**src/rtl/detect_arbiter_if.sv**
```systemverilog
// Request/grant/result bundle between the serial-pattern clients and detect_arbiter.
// The master side drives requests and words; the slave side returns grant and results.
interface detect_arbiter_if #(
  parameter int unsigned NUM_REQ = 4,
  parameter int unsigned DATA_W  = 8
) ();
  localparam int unsigned ID_W  = $clog2(NUM_REQ);
  localparam int unsigned CNT_W = $clog2(DATA_W + 1);

  logic [NUM_REQ-1:0]        req;
  logic [NUM_REQ*DATA_W-1:0] req_data;
  logic [NUM_REQ-1:0]        grant;
  logic                      busy;
  logic                      done;
  logic [ID_W-1:0]           done_id;
  logic [CNT_W-1:0]          match_cnt;
  logic                      det_o;

  modport master (
    output req,
    output req_data,
    input  grant,
    input  busy,
    input  done,
    input  done_id,
    input  match_cnt,
    input  det_o
  );

  modport slave (
    input  req,
    input  req_data,
    output grant,
    output busy,
    output done,
    output done_id,
    output match_cnt,
    output det_o
  );
endinterface

```
**src/rtl/detect_arbiter.sv**
```systemverilog
// Round-robin sharing of one overlapping "1101" Moore detector among NUM_REQ requesters.
// Each granted word is shifted MSB-first through the detector and its match count reported.
module detect_arbiter #(
  parameter int unsigned NUM_REQ = 4,
  parameter int unsigned DATA_W  = 8
) (
  input  logic             clk,
  input  logic             rst,
  detect_arbiter_if.slave  bus
);
  localparam int unsigned ID_W  = $clog2(NUM_REQ);
  localparam int unsigned CNT_W = $clog2(DATA_W + 1);

  typedef enum logic [1:0] {StIdle, StShift, StReport} state_e;
  typedef enum logic [2:0] {DetS0, DetS1, DetS2, DetS3, DetS4} det_e;

  state_e              st_q, st_d;
  det_e                det_q, det_d, det_nxt;
  logic [DATA_W-1:0]   shift_q, shift_d;
  logic [CNT_W-1:0]    cnt_q, cnt_d;
  logic [CNT_W-1:0]    bit_q, bit_d;
  logic [ID_W-1:0]     ptr_q, ptr_d;
  logic [ID_W-1:0]     id_q, id_d;
  logic [NUM_REQ-1:0]  grant_q, grant_d;

  logic                found;
  logic [ID_W-1:0]     winner;

  function automatic det_e det_step(input det_e s, input logic b);
    det_e n;
    n = DetS0;
    unique case (s)
      DetS0:   n = b ? DetS1 : DetS0;
      DetS1:   n = b ? DetS2 : DetS0;
      DetS2:   n = b ? DetS2 : DetS3;
      DetS3:   n = b ? DetS4 : DetS0;
      DetS4:   n = b ? DetS2 : DetS0;
      default: n = DetS0;
    endcase
    return n;
  endfunction

  // Scan starting just after the last winner so the previous winner ranks last.
  always_comb begin
    int unsigned idx;
    found  = 1'b0;
    winner = '0;
    idx    = 0;
    for (int unsigned i = 1; i <= NUM_REQ; i++) begin
      idx = (32'(ptr_q) + i) % NUM_REQ;
      if (!found && bus.req[idx]) begin
        found  = 1'b1;
        winner = ID_W'(idx);
      end
    end
  end

  assign det_nxt = det_step(det_q, shift_q[DATA_W-1]);

  always_comb begin
    st_d    = st_q;
    det_d   = det_q;
    shift_d = shift_q;
    cnt_d   = cnt_q;
    bit_d   = bit_q;
    ptr_d   = ptr_q;
    id_d    = id_q;
    grant_d = grant_q;
    unique case (st_q)
      StIdle: begin
        if (found) begin
          for (int unsigned i = 0; i < NUM_REQ; i++) begin
            grant_d[i] = (ID_W'(i) == winner);
          end
          shift_d = bus.req_data[32'(winner)*DATA_W +: DATA_W];
          det_d   = DetS0;
          cnt_d   = '0;
          bit_d   = '0;
          ptr_d   = winner;
          id_d    = winner;
          st_d    = StShift;
        end
      end
      StShift: begin
        det_d   = det_nxt;
        shift_d = {shift_q[DATA_W-2:0], 1'b0};
        if (det_nxt == DetS4) begin
          cnt_d = cnt_q + 1'b1;
        end
        bit_d = bit_q + 1'b1;
        if (bit_q == CNT_W'(DATA_W - 1)) begin
          st_d = StReport;
        end
      end
      StReport: begin
        grant_d = '0;
        st_d    = StIdle;
      end
      default: begin
        grant_d = '0;
        st_d    = StIdle;
      end
    endcase
  end

  always_ff @(posedge clk or posedge rst) begin
    if (rst) begin
      st_q    <= StIdle;
      det_q   <= DetS0;
      shift_q <= '0;
      cnt_q   <= '0;
      bit_q   <= '0;
      ptr_q   <= ID_W'(NUM_REQ - 1);
      id_q    <= '0;
      grant_q <= '0;
    end else begin
      st_q    <= st_d;
      det_q   <= det_d;
      shift_q <= shift_d;
      cnt_q   <= cnt_d;
      bit_q   <= bit_d;
      ptr_q   <= ptr_d;
      id_q    <= id_d;
      grant_q <= grant_d;
    end
  end

  assign bus.grant     = grant_q;
  assign bus.busy      = (st_q != StIdle);
  assign bus.done      = (st_q == StReport);
  assign bus.done_id   = id_q;
  assign bus.match_cnt = cnt_q;
  assign bus.det_o     = (det_q == DetS4);
endmodule

```
**src/flat_wrapper.sv**
```systemverilog
// flat-port wrapper written by rule: the top's interface ports become plain ports
module detect_arbiter_flat 
#(
  parameter int unsigned NUM_REQ = 4,
  parameter int unsigned DATA_W  = 8
)
  (clk, rst, bus_req, bus_req_data, bus_grant, bus_busy, bus_done, bus_done_id, bus_match_cnt, bus_det_o);
  detect_arbiter_if #(.NUM_REQ(NUM_REQ), .DATA_W(DATA_W)) bus_i ();
  input  logic clk;
  input  logic rst;
  input wire logic [$bits(bus_i.req)-1:0] bus_req;
  input wire logic [$bits(bus_i.req_data)-1:0] bus_req_data;
  output wire logic [$bits(bus_i.grant)-1:0] bus_grant;
  output wire logic [$bits(bus_i.busy)-1:0] bus_busy;
  output wire logic [$bits(bus_i.done)-1:0] bus_done;
  output wire logic [$bits(bus_i.done_id)-1:0] bus_done_id;
  output wire logic [$bits(bus_i.match_cnt)-1:0] bus_match_cnt;
  output wire logic [$bits(bus_i.det_o)-1:0] bus_det_o;
  assign bus_i.req = bus_req;
  assign bus_i.req_data = bus_req_data;
  assign bus_grant = bus_i.grant;
  assign bus_busy = bus_i.busy;
  assign bus_done = bus_i.done;
  assign bus_done_id = bus_i.done_id;
  assign bus_match_cnt = bus_i.match_cnt;
  assign bus_det_o = bus_i.det_o;
  detect_arbiter #(.NUM_REQ(NUM_REQ), .DATA_W(DATA_W)) u_core (.clk(clk), .rst(rst), .bus(bus_i));
endmodule
```
**config.mk**
```make
export PLATFORM = sky130hd
export DESIGN_NAME = detect_arbiter_flat
export DESIGN_NICKNAME = d
export VERILOG_FILES = /design/src/rtl/detect_arbiter_if.sv /design/src/rtl/detect_arbiter.sv /design/src/flat_wrapper.sv
export SDC_FILE = /design/constraint.sdc
export NUM_CORES = 1
export LEC_CHECK = 0
export ABC_AREA = 1
export BUFFER_PORTS_ARGS = -buffer_cell sky130_fd_sc_hd__buf_4
export CAP_MARGIN = 0
export CORE_AREA = 2 2 108 84
export CTS_BUF_LIST = sky130_fd_sc_hd__clkbuf_2 sky130_fd_sc_hd__clkbuf_4 sky130_fd_sc_hd__clkbuf_8
export DETAILED_ROUTE_END_ITERATION = 16
export DIE_AREA = 0 0 110 86
export GPL_ROUTABILITY_DRIVEN = 0
export PLACE_DENSITY_LB_ADDON = 0.25
export SLEW_MARGIN = 0
export SYNTH_ARGS = -nofsm -noshare
export SYNTH_HDL_FRONTEND = slang
export SYNTH_SLANG_ARGS = --single-unit
```
**constraint.sdc**
```tcl
create_clock -name clk -period 2.5 [get_ports clk]
set_input_delay 0.625 -clock clk [delete_from_list [all_inputs] [get_ports clk]]
set_output_delay 0.625 -clock clk [all_outputs]
set_load 0.005 [all_outputs]
```
==> parameters.txt <==
Parameter                              Value

Global route
  Total congestion overflow    0
  Tot GR Track Use    0.1108
  Maximum number of pins on one net before global-route repair    21
  Via count of the first global-routing pass    roughly 1800
  First-pass GRT wire length    around 8.3 mm
  Number of antenna violations at the first check in global routing    0

Synth
  Multiplexer share of the synthesized area    0
  Most area-hungry cell type in the Yosys netlist    sky130_fd_sc_hd__dfrtp_1
  Xor and xnor area share after synthesis    0.01399
  Synthesis-stage register bit count    29
  Avg Cell Area, Syn    about 6.8 sq um
  Simple-gate share of the synthesized area    0.4017
  Cell types occupying the most area after synthesis    sky130_fd_sc_hd__dfrtp_1 36%, sky130_fd_sc_hd__nand2_1 23%, sky130_fd_sc_hd__nand3_1 6.9%
  EDFF count, synth    0
  Fraction of the mapped netlist area in adder cells    0.01332
  Most used DFF post-synth    sky130_fd_sc_hd__dfrtp_1
  Dominant combinational cell family by area after synthesis    simple AND/OR/NAND/NOR gates
  Most frequent cell after synthesis    sky130_fd_sc_hd__nand2_1
  Number of different library cells in the post-synthesis netlist    31
  Share of async-settable or async-resettable flops after synthesis    1.000
  Post-Syn Nets    around 320
  Mapped cell area    around 0.0019 sq mm
  Fraction of the mapped netlist area in compound gates    0.08994
  Register area share after synthesis    0.3877
  Synth top cells by count    113 x sky130_fd_sc_hd__nand2_1, 31 x sky130_fd_sc_hd__inv_1, 27 x sky130_fd_sc_hd__dfrtp_1
  Share of the synthesized area in the top cell type    0.3598
  Synthesized instance count    about 280
  Warnings, synthesis    0

Worst setup path
  Endpoint type of the worst setup path    flop
  Maximum net fanout on the critical path    11
  Path length in cells of the critical path    14
  Startpoint kind of the worst setup timing path    flop
  Buffers plus inverters on the worst setup path    2
  Library cell appearing most often on the critical path    sky130_fd_sc_hd__nand2_1
  Critical register-to-register path startpoint    u_core.ptr_q[0]
  Required time worst endpoint    approximately 2700 ps
  Kind of critical path    flop to flop
  Cell with the biggest individual delay on the critical path    sky130_fd_sc_hd__dfstp_2
  Worst Setup SP    u_core.ptr_q[0]
  Minimum setup slack among reg-to-reg paths    approximately 280 ps
  Endpoint of the most critical register-to-register path    u_core.shift_q[2]
  CP cell instances    inv_2 -> nand2_1 -> nand2_1 -> nand2_2 -> nand2_2 -> nor2_4 -> nand3_2 -> nor2_1 -> nor2_4 -> inv_1 -> nand2_1 -> nand2_1 -> nand2_1 -> nand2_1
  Cell family with the largest share of critical-path delay    simple AND/OR/NAND/NOR gates
  Endpoint of the most critical setup path    u_core.shift_q[2]
  Critical Path Max Stage Delay    about 600 ps
  Endpoint arrival time on the critical path    2430 ps
  Register-to-Register Path Depth    14

Die
  Die height    86 um
  Width of the chip    ~110 um
  Core ar.    0.008309 sq mm
  Top-Level Pins    51
  Num rows    29
  Die outline area    around 0.0095 sq mm
  Starting Density    0.2260

STA
  Final max-slew violation count    0
  Minimum clock period    2218 ps
  Total of endpoints with negative setup slack in the final report    0
  Final hold viol count    0
  Setup slack after layout    roughly 280 ps
  Worst rel slew slack    0.6387
  Max Clk Rate    approximately 450 MHz
  Post-route fraction of the period consumed by the critical path    0.8870
  Pin slew with the least headroom to its limit    roughly 540 ps
  Setup skew after layout    3.796 ps
  RSZ-0062 raised after global routing    false

Routing
  Residual DRC    0
  Routed WL    4.819 mm
  Antenna-violating nets left    0
  First-iteration detailed-routing DRC count    between 100 and 150
  Average detailed-routed wire length per instance    about 11 um
  Routed via count divided by cell count    4.244
  Highest Signal Layer    met4
  Drt pass-1 iters    4
  Vias    approximately 1800
  Met1 Routed Length    between 2 and 3 mm
  Met3 WL post-DR    329 um
  Sum of met2 wire segment lengths after detailed routing    about 1.9 mm

Outcome
  Result of the run    completed

Clocking
  Clock buffers created by TritonCTS    5
  Clock-pin slew on the worst setup and hold paths    about 60 ps
  Sink Count    29
  CTS tree    done
  Root Buffer Master    sky130_fd_sc_hd__clkbuf_8
  Clock latency reported for the late side of the worst-skew pair    between 200 and 300 ps
  Number of post-CTS setup repair buffers    0
  H-tree depth    2
  CTS Hold Buffers Added    0
  Clk buf depth    2

Finish
  Antenna cell count    0
  Share of cells above drive strength 1    0.2477
  Finished layout cell area    0.002454 sq mm
  Filler Cells Inserted    932
  Non-Filler Instances    approximately 440
  Final net count    367
  Syn-to-layout area delta    30.65%

Placed design
  DP Worst Slack    -83.80 ps
  Total cell area at the placement stage    between 0.002 and 0.0025 sq mm
  Detail Placement HPWL    between 3 and 4 mm
  Total instance count after detailed placement    between 400 and 500
  Quantity of I/O buffers inserted on ports    50

Power and ir drop
  Power density cells    roughly 1300 mW/mm^2
  Lkg Pwr    about 1.4 nW
  VDD IR-drop max    slightly above 400 uV

Run
  Maximum capacitance violations    0

Hold path
  Path category of the worst min-delay check    primary input to asynchronous set/reset pin
==> logic make-up (layout without fill, tap and decap cells) <==
kind of cell,after synthesis,count (layout)
XOR/XNOR,3,3
AND/OR/NAND/NOR,173,173
flip-flops,29,29
adder cells (fa/ha/maj),2,2
buffers and inverters,42,93
AO/OA/AOI/OAI,27,27
==> layout by cell type (no fill, tap or decap), drive strengths merged, types with 3 or more instances in the layout <==
master	instances
clkbuf	7
nor2	15
buf	52
nand3	27
a21oi	3
nand2	125
o22ai	9
o21ai	10
o31ai	3
inv	34
dfrtp	27
==> worst min path at each step <==
stage | cells past startpoint | end | from
floorplan | 2 | u_core.shift_q[0] | u_core.shift_q[0]
global placement | 2 | u_core.bus.done_id[1] | u_core.bus.done_id[1]
detailed placement | 2 | u_core.bus.done_id[1] | u_core.bus.done_id[1]
CTS | 2 | u_core.bus.done_id[0] | rst
global route | 2 | u_core.bus.done_id[0] | rst
finish | 2 | u_core.bus.done_id[1] | rst
==> what timing repair did <==
item                                    4_1_cts  5_1_grt
pin swaps                                     0        0
gates resized for setup                       1        1
endpoints found under the setup margin        3        8
==> registers in the layout, summed over array words and instances (netlist names) <==
| signal | count |
|---|---|
| u_core.bus.grant | 4 |
| u_core.bit_q | 4 |
| u_core.bus.match_cnt | 4 |
| u_core.st_q | 2 |
| u_core.ptr_q | 2 |
| u_core.bus.done_id | 2 |
| u_core.det_q | 3 |
| u_core.shift_q | 8 |
==> power by group <==
| part | leakage (nW) | switching [W] | internal, W |
|---|---|---|---|
| combinational | 0.939 | 0.00135 | 0.000729 |
| sequential | 0.368 | 0.000135 | 0.000673 |
| clock | 0.0477 | 0.000171 | 0.000229 |
==> metal layers <==
layer | GRT usage | vias up
met1 | 0.1722 | 822
met4 | 0.02417 | 0
met5 | 0 | -
met2 | 0.1450 | 48
li1 | - | 974
met3 | 0.03571 | 2
==> layout make-up <==
cell class                 instances  area (sq um)  area share
clock buffer                       7         90.09     0.03672
multi-input combinational        205         982.2      0.4003
tap                              108         135.1     0.05507
inverter                          34         127.6     0.05201
timing repair buffer              52         390.4      0.1591
sequential                        29         728.2      0.2968
==> stage by stage <==
stage / hold slack (ps) / utilization / total power [W] / setup TNS (ps)
final: 325.5 / 0.2953 / 0.003287 / 0
after global routing: 352.9 / 0.2953 / 0.003701 / 0
after detailed placement: 472.7 / 0.2835 / 0.002887 / -538.5
after floorplan: 449.2 / - / 0.002437 / 0
after CTS: 337.5 / 0.2947 / 0.003309 / 0
after global placement: 477.8 / 0.2835 / 0.002881 / -171.8
No activity file was read; power rests on OpenSTA's default activity.
